$ cat config.mk
export PLATFORM = sky130hd
export DESIGN_NAME = p405s_icu_regicu_seq
export DESIGN_NICKNAME = d
export VERILOG_FILES = /design/src/rtl/p405s_icu_regicu_seq.sv
export SDC_FILE = /design/constraint.sdc
export NUM_CORES = 1
export LEC_CHECK = 0
export CAP_MARGIN = 20
export CORE_MARGIN = 2
export CORE_UTILIZATION = 32
export CTS_CLUSTER_SIZE = 28
export DETAILED_ROUTE_END_ITERATION = 8
export HOLD_SLACK_MARGIN = 0.15
export PLACE_DENSITY = 0.95
export SYNTH_ARGS = -nofsm -noshare
export SYNTH_HDL_FRONTEND = slang
export SYNTH_SLANG_ARGS = --single-unit
$ cat constraint.sdc
create_clock -name CB -period 2.53 [get_ports CB]
set_clock_uncertainty 0.15 [all_clocks]
set_input_delay 0.253 -clock CB [delete_from_list [all_inputs] [get_ports CB]]
set_output_delay 0.253 -clock CB [all_outputs]
set_load 0.02 [all_outputs]
$ cat src/rtl/p405s_icu_regicu_seq.sv
// Sequencer for the ICU enable-gated address register: arbitrates debug,
// cache-op and fetch loads and walks a critical-word-first line fill.
module p405s_icu_regicu_seq #(
    parameter int WIDTH      = 32,
    parameter int FILL_BEATS = 4,
    parameter int BEAT_BYTES = 4
) (
    input  logic             CB,
    input  logic             resetCore,
    input  logic             dbgReq,
    input  logic [WIDTH-1:0] dbgAddr,
    output logic             dbgGnt,
    input  logic             copReq,
    input  logic [WIDTH-1:0] copAddr,
    output logic             copGnt,
    input  logic             fetchReq,
    input  logic [WIDTH-1:0] fetchAddr,
    output logic             fetchGnt,
    input  logic             fillStart,
    input  logic             fillBeatAck,
    input  logic             fillAbort,
    input  logic [WIDTH-1:0] regL2,
    output logic [WIDTH-1:0] regD,
    output logic             regE1,
    output logic             fillActive,
    output logic [2:0]       fillBeatCnt,
    output logic             fillDone
);
    localparam int BB = $clog2(BEAT_BYTES);
    // Beat-index field of the address; adding one beat and masking wraps the
    // field without carrying into the line address above it.
    localparam logic [WIDTH-1:0] FLD_MASK = WIDTH'(FILL_BEATS - 1) << BB;
    localparam logic [WIDTH-1:0] BEAT_INC = WIDTH'(BEAT_BYTES);
    localparam logic [2:0]       LAST_BEAT = 3'(FILL_BEATS - 1);

    typedef enum logic {IDLE, FILL} state_e;

    state_e     state_q, state_d;
    logic [2:0] cnt_q, cnt_d;
    logic       done_q, done_d;
    logic       rr_fetch_q, rr_fetch_d;   // 1: fetch won last, 0: cop won last
    logic [WIDTH-1:0] bumped;

    assign bumped = (regL2 & ~FLD_MASK) | ((regL2 + BEAT_INC) & FLD_MASK);

    always_comb begin
        state_d    = state_q;
        cnt_d      = cnt_q;
        done_d     = 1'b0;
        rr_fetch_d = rr_fetch_q;
        dbgGnt     = 1'b0;
        copGnt     = 1'b0;
        fetchGnt   = 1'b0;
        regE1      = 1'b0;
        regD       = '0;
        if (!resetCore) begin
            case (state_q)
                IDLE: begin
                    if (fillStart) begin
                        state_d = FILL;
                        cnt_d   = 3'd0;
                    end else if (dbgReq) begin
                        dbgGnt = 1'b1;
                        regE1  = 1'b1;
                        regD   = dbgAddr;
                    end else if (fetchReq && (!copReq || !rr_fetch_q)) begin
                        fetchGnt   = 1'b1;
                        regE1      = 1'b1;
                        regD       = fetchAddr;
                        rr_fetch_d = 1'b1;
                    end else if (copReq) begin
                        copGnt     = 1'b1;
                        regE1      = 1'b1;
                        regD       = copAddr;
                        rr_fetch_d = 1'b0;
                    end
                end
                FILL: begin
                    if (fillAbort) begin
                        state_d = IDLE;
                        cnt_d   = 3'd0;
                    end else if (fillBeatAck) begin
                        regE1 = 1'b1;
                        regD  = bumped;
                        if (cnt_q == LAST_BEAT) begin
                            state_d = IDLE;
                            cnt_d   = 3'd0;
                            done_d  = 1'b1;
                        end else begin
                            cnt_d = cnt_q + 3'd1;
                        end
                    end
                end
                default: state_d = IDLE;
            endcase
        end
    end

    always_ff @(posedge CB) begin
        if (resetCore) begin
            state_q    <= IDLE;
            cnt_q      <= 3'd0;
            done_q     <= 1'b0;
            rr_fetch_q <= 1'b0;
        end else begin
            state_q    <= state_d;
            cnt_q      <= cnt_d;
            done_q     <= done_d;
            rr_fetch_q <= rr_fetch_d;
        end
    end

    assign fillActive  = (state_q == FILL);
    assign fillBeatCnt = cnt_q;
    assign fillDone    = done_q;
endmodule

==> impl_metrics.py, run 1 <==
metrics = {
    "status": {
        "run_status": "completed",
    },
    "cts": {
        "cts_max_level": 1,
        "cts.reportedPaths.clkPinSlew_ns": 0.04,
        "clk_path_buf_depth": 2,
        "cts_made_buffers": 3,
        "cts_tree": "built",
        "clk_latency_ns": 0.23,
        "clock-root-buffer": "clkbuf_8",
        "cts_hold_buf": 0,
        "clock-sinks": 6,
    },
    "finish": {
        "drive_gt1_share_pct": 18.9,
        "fillCellCount": 443,
        "final_cell_mix": "138 x clkdlybuf4s50_1, 68 x a21oi_1, 64 x nand3_1",
        "layout_commonest_cell": "clkdlybuf4s50_1",
        "post_layout_nonfiller_instances": 478,
        "final_core_util_pct": 68.7,
        "antenna_cells": 0,
        "syn_to_final_growth_pct": 108,
        "nets": 547,
    },
    "synthesis": {
        "ys_seq_area_share_pct": 7.17,
        "ys_ff_latch": 6,
        "yosysWarnings": 0,
        "netlist_area_um2": 1680,
        "synthesis.nets": 375,
        "syn_inst": 238,
        "synth_cell_type_count": 29,
        "syn_avg_cell_area_um2": 7.04,
    },
    "placed_design": {
        "dp_cells": 475,
        "place.gp.congestion": 0.840,
        "port_buffers": 176,
        "dp_slack_ns": -0.284,
        "dp_hpwl_mm": 6.43,
    },
    "floorplan": {
        "die_area_um2": 5830,
        "ios": 177,
        "die_w_um": 76.4,
        "core_um2": 5070,
        "start_util_pct": 33.0,
        "die_y_um": 76.4,
        "std_cell_rows": 26,
    },
    "routing": {
        "drt-met1-wl_mm": 3.21,
        "drtAntennaViolNets": 0,
        "wl_per_cell_um": 17.8,
        "drc": 0,
        "wl_mm": 8.52,
        "drtIter0Drc": 221,
        "routed.top_layer": "met4",
        "dr_wl_met3_um": 769,
        "vias_per_cell": 5.85,
        "route.met2.wl_mm": 4.35,
        "drtPass1Iterations": 5,
        "vias": 2797,
    },
    "timing": {
        "hold_slack_ns": 0.343,
        "rsz0062_at_grt": "yes",
        "worst_slew_pin_slew_ns": 0.614,
        "setup_slack_ns": 0.0876,
        "finalMaxSlewViolations": 0,
        "hold_viol": 0,
        "fin_tns_setup_ns": 0,
        "fin_crit_ns": 2.44,
        "fmax_mhz": 409,
        "slew_headroom_pct": 59.1,
        "fin_crit_sh_pct": 96.5,
        "setup_viol": 0,
    },
    "power_and_ir_drop": {
        "vdd_drop_max_mv": 0.239,
        "p_leak_uw": 0.00126,
        "powerDensity_nw_per_um2": 242,
    },
    "hold_path": {
        "hold_path_end": "fillBeatCnt[2]$_SDFFE_PP0P_",
        "min_from": "fillBeatCnt[2]$_SDFFE_PP0P_",
        "hold_class": "flop to flop",
        "min_path_cells": 1,
    },
    "grt": {
        "grt_max_degree": 24,
        "grt-ovfl-total": 0,
        "grt_pass1_wl_mm": 13.1,
        "grt_usage_pct": 27.2,
        "grt_pass1_vias": 2707,
        "antenna_found_initial": 0,
    },
    "critical_path": {
        "reg2reg_depth": 4,
        "r2r_slack_ns": 1.08,
        "worstPathArrival_ns": 2.04,
        "cp_slowest_cell": "clkdlybuf4s50_1",
        "crit_path_end_kind": "output pin",
        "required_ns": 2.13,
        "criticalPathCategory": "primary input to output pin",
        "startpoint_type": "primary input",
        "path_cells": "clkdlybuf4s50_1, nor3b_4, buf_12, nand3_1, a311oi_1, dlygate4sd2_1",
        "worstReg2RegEnd": "fillBeatCnt[0]$_SDFFE_PP0P_",
        "r2r_start": "fillActive$_SDFF_PP0_",
        "cpPeakStageDelay_ns": 0.55,
        "path_max_fanout": 20,
    },
    "run": {
        "maxCapViolCount": 0,
    },
}
[how the worst max path moves through the flow]
stage / from / endpoint / slack [ns]
2_1_floorplan: fillActive$_SDFF_PP0_ / regD[24] / 0.68
3_3_place_gp: dbgReq / regD[28] / -0.26
3_5_place_dp: fillStart / regD[28] / -0.28
4_1_cts: dbgReq / regD[28] / 0.007
5_1_grt: fillStart / fetchGnt / -0.003
6_report: fillStart / regD[31] / 0.09
[power by group]
group | internal [uW] | leakage [uW] | switching, uW | total (uW)
clock | 103 | 0.0000216 | 46.3 | 149
sequential | 97.8 | 0.0000488 | 2.88 | 101
combinational | 324 | 0.00119 | 272 | 596
[Yosys cell counts (all sizes together)]
master | number | area [um^2]
a311oi | 33 | 477
nor2b | 3 | 21.3
a22oi | 1 | 7.51
ha | 1 | 12.5
a21oi | 68 | 340
a211oi | 1 | 7.51
nand4 | 1 | 6.26
a31oi | 1 | 6.26
nand2b | 2 | 12.5
o21ai | 1 | 5.00
nor2 | 3 | 11.3
or3 | 1 | 6.26
inv | 1 | 3.75
nand3b | 1 | 7.51
dfxtp | 6 | 120
nand2 | 5 | 18.8
buf | 22 | 153
nand3 | 64 | 320
clkinv | 1 | 3.75
nor4 | 1 | 6.26
nor3 | 3 | 15.0
clkbuf | 12 | 45.0
nor3b | 5 | 60.1
xor2 | 1 | 8.76
[kinds of logic (layout without fill, tap and decap cells)]
logic type | Yosys count | after routing | synth area share (%)
AOI/OAI and AO/OA | 105 | 105 | 50.3
xor gates and xnor gates | 1 | 1 | 0.523
buffers and inverters | 36 | 206 | 12.2
DFF | 6 | 6 | 7.17
and+or+nand+nor | 89 | 89 | 29.0
adders and majority gates | 1 | 1 | 0.747
[cell type report]
class / instances / area [um^2] / area share (%)
multi-input combinational: 196 / 1350 / 38.8
inverter: 2 / 7.51 / 0.215
tap: 70 / 87.6 / 2.51
clock buffer: 3 / 41.3 / 1.18
timing repair buffer: 201 / 1880 / 53.9
sequential: 6 / 120 / 3.44
[critical path, delay by kind of cell]
family                 cells  cell delay, ns
buffers and inverters      3            1.13
and+or+nand+nor            2            0.39
AOI/OAI and AO/OA          1            0.26
[repair_timing]
action,4_1_cts,5_1_grt
setup endpoints to repair,35,31
resized for setup,38,32
buffers inserted,0,0
pin swaps,0,1
[per-stage QoR]
| step | instance area [um^2] | power [uW] |
|---|---|---|
| final | 3490 | 845 |
| after detailed placement | 3540 | 726 |
| after CTS | 3540 | 850 |
| after global routing | 3490 | 891 |
| after floorplan | 1680 | 370 |
| after global placement | 3540 | 714 |
[registers in the layout, summed over array words and instances (netlist names)]
| register | cells |
|---|---|
| fillBeatCnt | 3 |
| rr_fetch_q | 1 |
| fillDone | 1 |
| fillActive | 1 |
[routing by layer]
metal | vias to the layer above | track usage, %
met5 | - | 0
met4 | 0 | 8.73
li1 | 1276 | -
met1 | 1309 | 30.9
met2 | 193 | 51.0
met3 | 19 | 4.62
Power figures use the tool's default switching activity.
==> run 2: changes to the inputs <==
Settings changed: CORE_UTILIZATION 32 to 29, PLACE_DENSITY 0.95 to 0.91.
Clock period 2.53 ns to 2.3 ns, I/O delays scaled along.
==> run 2 against run 1 <==
  * Sequential power is 9.9% higher
  * Die area is 9.8% higher
  * Total power is 10% higher
  * Register-to-register slack worse by 0.13 ns
  * Final area is 0.90% higher
  * First-iteration DRC count is 39% lower
  * Setup slack worse by 0.028 ns
  * Clock-buffer cell count stayed put
  * Critical endpoint is now regD[30]
  * Clock power is 8% higher
==> impl_metrics.py, run 2 (same netlist as run 1, synthesis figures left out) <==
metrics = {
    "status": {
        "run_status": "completed",
    },
    "critical_path": {
        "criticalPathCategory": "primary input to output pin",
        "cpPeakStageDelay_ns": 0.50,
        "path_max_fanout": 6,
        "crit_path_end_kind": "output pin",
        "r2r_slack_ns": 0.95,
        "path_buf_inv": 4,
        "startpoint_type": "primary input",
        "critPathTopFamily": "buffers and inverters",
        "cp_slowest_cell": "clkdlybuf4s50_1",
        "required_ns": 1.92,
        "worstPathArrival_ns": 1.86,
        "path_cells": "clkdlybuf4s50_1, nor3b_4, buf_4, buf_6, nand3_1, a311oi_2, clkdlybuf4s15_2",
    },
    "timing": {
        "fin_crit_ns": 2.24,
        "setup_viol": 0,
        "fin_crit_sh_pct": 97.4,
        "hold_viol": 0,
        "fmax_mhz": 446,
        "finalMaxSlewViolations": 0,
        "slew_headroom_pct": 81.3,
        "worst_slew_pin_slew_ns": 0.281,
        "rsz0062_at_grt": "no",
    },
    "power_and_ir_drop": {
        "clockPowerShare_pct": 17.3,
        "powerDensity_nw_per_um2": 265,
        "p_int_uw": 583,
        "vdd_drop_max_mv": 0.137,
        "seqPwrFrac_pct": 11.9,
        "power_frac_comb_pct": 70.9,
        "sw_frac_of_total_pct": 37.5,
        "p_sw_uw": 350,
        "p_leak_uw": 0.00125,
    },
    "grt": {
        "grt_max_degree": 43,
        "antenna_found_initial": 0,
        "grt_pass1_vias": 2623,
        "grt_usage_pct": 24.6,
        "grt-ovfl-total": 0,
        "grt_pass1_wl_mm": 12.6,
    },
    "cts": {
        "cts_max_level": 1,
        "cts_made_buffers": 3,
        "clk_path_buf_depth": 2,
        "clock-root-buffer": "clkbuf_8",
        "cts_tree": "built",
        "clk_latency_ns": 0.22,
        "cts_hold_buf": 0,
        "cts.reportedPaths.clkPinSlew_ns": 0.04,
        "clock-sinks": 6,
    },
    "finish": {
        "nets": 552,
        "largest_reg_flops": 3,
        "antenna_cells": 0,
        "syn_to_final_growth_pct": 110,
        "final_cell_mix": "137 x clkdlybuf4s50_1, 68 x a21oi_1, 64 x nand3_1",
        "drive_gt1_share_pct": 24.2,
        "layout_commonest_cell": "clkdlybuf4s50_1",
        "stdcell_area_um2": 3520,
        "final_core_util_pct": 63.5,
        "fillCellCount": 506,
    },
    "run": {
        "maxCapViolCount": 0,
    },
    "routing": {
        "drc": 0,
        "vias": 2734,
        "wl_mm": 8.80,
        "drtIter0Drc": 134,
        "drtPass1Iterations": 4,
        "vias_per_cell": 5.64,
        "wl_per_cell_um": 18.1,
        "drtAntennaViolNets": 0,
    },
    "floorplan": {
        "die_w_um": 80.0,
        "start_util_pct": 30.2,
        "die_area_um2": 6400,
        "ios": 177,
        "die_y_um": 80.0,
        "core_um2": 5540,
        "std_cell_rows": 27,
    },
    "placed_design": {
        "port_buffers": 176,
        "placed_area_um2": 3570,
        "place.gp.congestion": 0.853,
        "dp_hpwl_mm": 6.58,
    },
    "hold_path": {
        "hold_class": "primary input to flop",
    },
}
## run 2: cell count changes in the layout (fill, tap and decap cells not counted), sizes merged
cell and change:
dlygate4sd1 -1, clkdlybuf4s15 +6, dlygate4sd2 -16, clkdlybuf4s50 -1
buf +15, clkbuf +2
## run 2: worst min-delay path, delay by kind of cell
kind                   cells  cell delay (ns)
AND/OR/NAND/NOR            1             0.12
buffers and inverters      2             0.30
## run 2: final cells by class
type | count | area [um^2] | area share, %
Clock buffer | 3 | 41.3 | 1.17
Inverter | 2 | 7.51 | 0.213
Multi-Input combinational cell | 196 | 1350 | 38.4
Sequential cell | 6 | 120 | 3.41
Tap cell | 72 | 90.1 | 2.56
Timing Repair Buffer | 206 | 1910 | 54.2
## run 2: what timing repair did
item                       in CTS  in global routing
pin swaps                       1                  0
resized for setup              87                 35
gates cloned                    0                  1
buffers inserted                0                  2
hold endpoints to repair        0                  0
setup endpoints to repair      36                 33
## run 2: through the flow
step                instances  power, uW  TNS [ns]  worst slack, ns  hold WS (ns)
floorplan                 238        407         0            0.469         0.158
global placement          479        791    -12.29           -0.410         0.336
detailed placement        479        800    -13.33           -0.444         0.351
CTS                       482        948   -0.0111          -0.0111         0.328
global route              485        985         0          0.00147         0.362
finish                    485        933         0           0.0597         0.335
## run 2: worst paths after layout
check / startpoint / end / cells past startpoint
setup / recovery: fetchReq / regD[30] / 7
hold / removal: resetCore / fillActive$_SDFF_PP0_ / 3
setup reg to reg: fillActive$_SDFF_PP0_ / fillBeatCnt[0]$_SDFFE_PP0P_ / 4
hold reg to reg: fillBeatCnt[0]$_SDFFE_PP0P_ / fillBeatCnt[0]$_SDFFE_PP0P_ / 1
## run 2: power groups by stage
stage | clock network [uW] | logic [uW] | registers (uW)
2_1_floorplan | 0 | 293 | 114
3_3_place_gp | 0 | 679 | 112
3_5_place_dp | 0 | 687 | 112
4_1_cts | 166 | 671 | 111
5_1_grt | 175 | 699 | 111
6_report | 161 | 661 | 111
## run 2: routing by layer
metal  vias to the layer above  wire length [um]  track usage, %
met4                         0                99            5.59
met3                        10               761            4.98
li1                       1287                 -               -
met2                       151              4660            48.8
met1                      1286              3280            26.2
met5                         -                 0               0
==> run 3: changes to the inputs <==
Settings changed: CORE_AREA set to 2 2 68 70, CORE_MARGIN 2 to not set, CORE_UTILIZATION 29 to not set, DIE_AREA set to 0 0 70 72, DONT_BUFFER_PORTS set to 1, PLACE_DENSITY 0.91 to 0.62, SLEW_MARGIN set to 20.
==> run 3 against run 2 <==
  * Sequential share of layout area is 3.4 points higher
  * Sequential power grew 4%
  * Maximum frequency increased by 11%
  * Final area shrank 50%
  * Total power down 35%
  * Critical path depth decreased by 3
  * Non-clock buffer count shrank 183
  * Cell count fell by 42%
  * Setup slack better by 0.21 ns
  * Worst hold slack lost 0.18 ns
==> impl_metrics.py, run 3 (same netlist as run 1, synthesis figures left out) <==
metrics = {
    "status": {
        "run_status": "completed",
    },
    "placed_design": {
        "dp_hpwl_mm": 4.36,
        "port_buffers": 0,
        "place.gp.congestion": 0.770,
    },
    "routing": {
        "vias_per_cell": 7.17,
        "wl_per_cell_um": 22.1,
        "drc": 0,
        "vias": 2023,
        "drtPass1Iterations": 4,
        "wl_mm": 6.24,
        "drtAntennaViolNets": 0,
        "drtIter0Drc": 138,
    },
    "floorplan": {
        "core_um2": 4260,
        "die_y_um": 72,
        "std_cell_rows": 24,
        "die_area_um2": 5040,
        "start_util_pct": 39.3,
        "ios": 177,
        "die_w_um": 70,
    },
    "power_and_ir_drop": {
        "powerDensity_nw_per_um2": 341,
        "vdd_drop_max_mv": 0.326,
        "p_leak_uw": 0.000469,
        "finalPower_uw": 605,
    },
    "hold_path": {
        "hold_class": "primary input to flop",
        "min_path_cells": 3,
    },
    "timing": {
        "hold_viol": 0,
        "rsz0062_at_grt": "no",
        "fmax_mhz": 493,
        "fin_tns_setup_ns": 0,
        "slew_headroom_pct": 64.9,
        "fin_crit_sh_pct": 88.1,
        "worst_slew_pin_slew_ns": 0.528,
        "fin_crit_ns": 2.03,
        "finalMaxSlewViolations": 0,
        "setup_viol": 0,
    },
    "run": {
        "maxCapViolCount": 0,
    },
    "critical_path": {
        "startpoint_type": "flop",
        "cp_slowest_cell": "a311oi_2",
        "cp.depth": 4,
        "critPathTopFamily": "compound AO/OA/AOI/OAI gates",
        "worstPathArrival_ns": 1.65,
        "cpPeakStageDelay_ns": 0.49,
        "reg2reg_depth": 5,
        "criticalPathCategory": "flop to output pin",
        "path_cells": "clkinv_1, buf_4, a21oi_1, a311oi_2",
        "path_buf_inv": 2,
        "crit_path_end_kind": "output pin",
        "path_max_fanout": 36,
        "required_ns": 1.92,
    },
    "grt": {
        "grt_usage_pct": 22.7,
        "grt_max_degree": 38,
        "grt_pass1_wl_mm": 9.44,
        "grt_pass1_vias": 1857,
        "grt-ovfl-total": 0,
        "antenna_found_initial": 0,
    },
    "cts": {
        "cts.reportedPaths.clkPinSlew_ns": 0.04,
        "cts_tree": "built",
        "postCtsSetupBuffers": 0,
        "cts_max_level": 1,
        "clock-root-buffer": "clkbuf_8",
        "cts_hold_buf": 6,
        "cts_made_buffers": 3,
        "clk_path_buf_depth": 2,
        "clock-sinks": 6,
        "clk_latency_ns": 0.23,
        "ctsResizeCount": 0,
    },
    "finish": {
        "final_core_util_pct": 41.6,
        "nets": 369,
        "antenna_cells": 0,
        "largest_reg_flops": 3,
        "final_cell_mix": "68 x a21oi_1, 64 x nand3_1, 30 x a311oi_2",
        "layout_commonest_cell": "a21oi_1",
        "syn_to_final_growth_pct": 5.97,
        "drive_gt1_share_pct": 23.9,
    },
}
-- run 3: cell types whose count changed in the layout (fill, tap and decap cells not counted), moves of 3 or more --
cell / previous run / this run
buf_12: 3 / 0
buf_2: 11 / 0
buf_4: 24 / 17
buf_6: 3 / 0
clkbuf_2: 15 / 0
clkdlybuf4s15_2: 6 / 0
clkdlybuf4s50_1: 137 / 0
dlygate4sd2_1: 4 / 0
dlygate4sd3_1: 0 / 6
-- run 3: final timing paths --
| kind | startpoint | endpoint | slack [ns] |
|---|---|---|---|
| max | fillActive$_SDFF_PP0_ | regD[26] | 0.27 |
| max reg2reg | fillActive$_SDFF_PP0_ | fillActive$_SDFF_PP0_ | 0.37 |
| min | fillBeatAck | fillBeatCnt[2]$_SDFFE_PP0P_ | 0.16 |
| min reg2reg | rr_fetch_q$_SDFFE_PP0P_ | rr_fetch_q$_SDFFE_PP0P_ | 0.37 |
-- run 3: area by class of cell --
type / instances / area [um^2]
inverters: 2 / 7.51
flip-flops and latches: 6 / 121
clock buffers: 3 / 41.3
repair buffers: 23 / 188
fillers: 447 / 2490
well taps: 52 / 65.1
multi-input cells: 196 / 1350
-- run 3: layer usage --
metal  up-vias  global-route usage [%]  wire (um)
met4         0                    4.49         53
li1        919                       -          -
met2       148                    40.0       3150
met5         -                       0          0
met3         8                    7.64        756
met1       948                    27.2       2280
-- run 3: tightest hold or removal path, cell delays in order --
cell     delay [ns]
nand2_1        0.03
a21oi_1        0.16
nor3b_1        0.06
-- run 3: report_power, final --
| part | switching, uW | leakage [uW] | internal (uW) |
|---|---|---|---|
| Combinational | 216 | 0.000398 | 113 |
| Sequential | 7.55 | 0.0000490 | 108 |
| Clock | 47.8 | 0.0000216 | 113 |
-- run 3: through the flow --
step,cell area [um^2],setup WS [ns],instances,hold WS [ns]
after global routing,1780,0.191,282,0.224
final,1780,0.273,282,0.158
after detailed placement,1670,0.494,273,0.157
after floorplan,1680,0.469,238,0.158
after CTS,1780,0.246,282,0.157
after global placement,1670,0.497,273,0.152
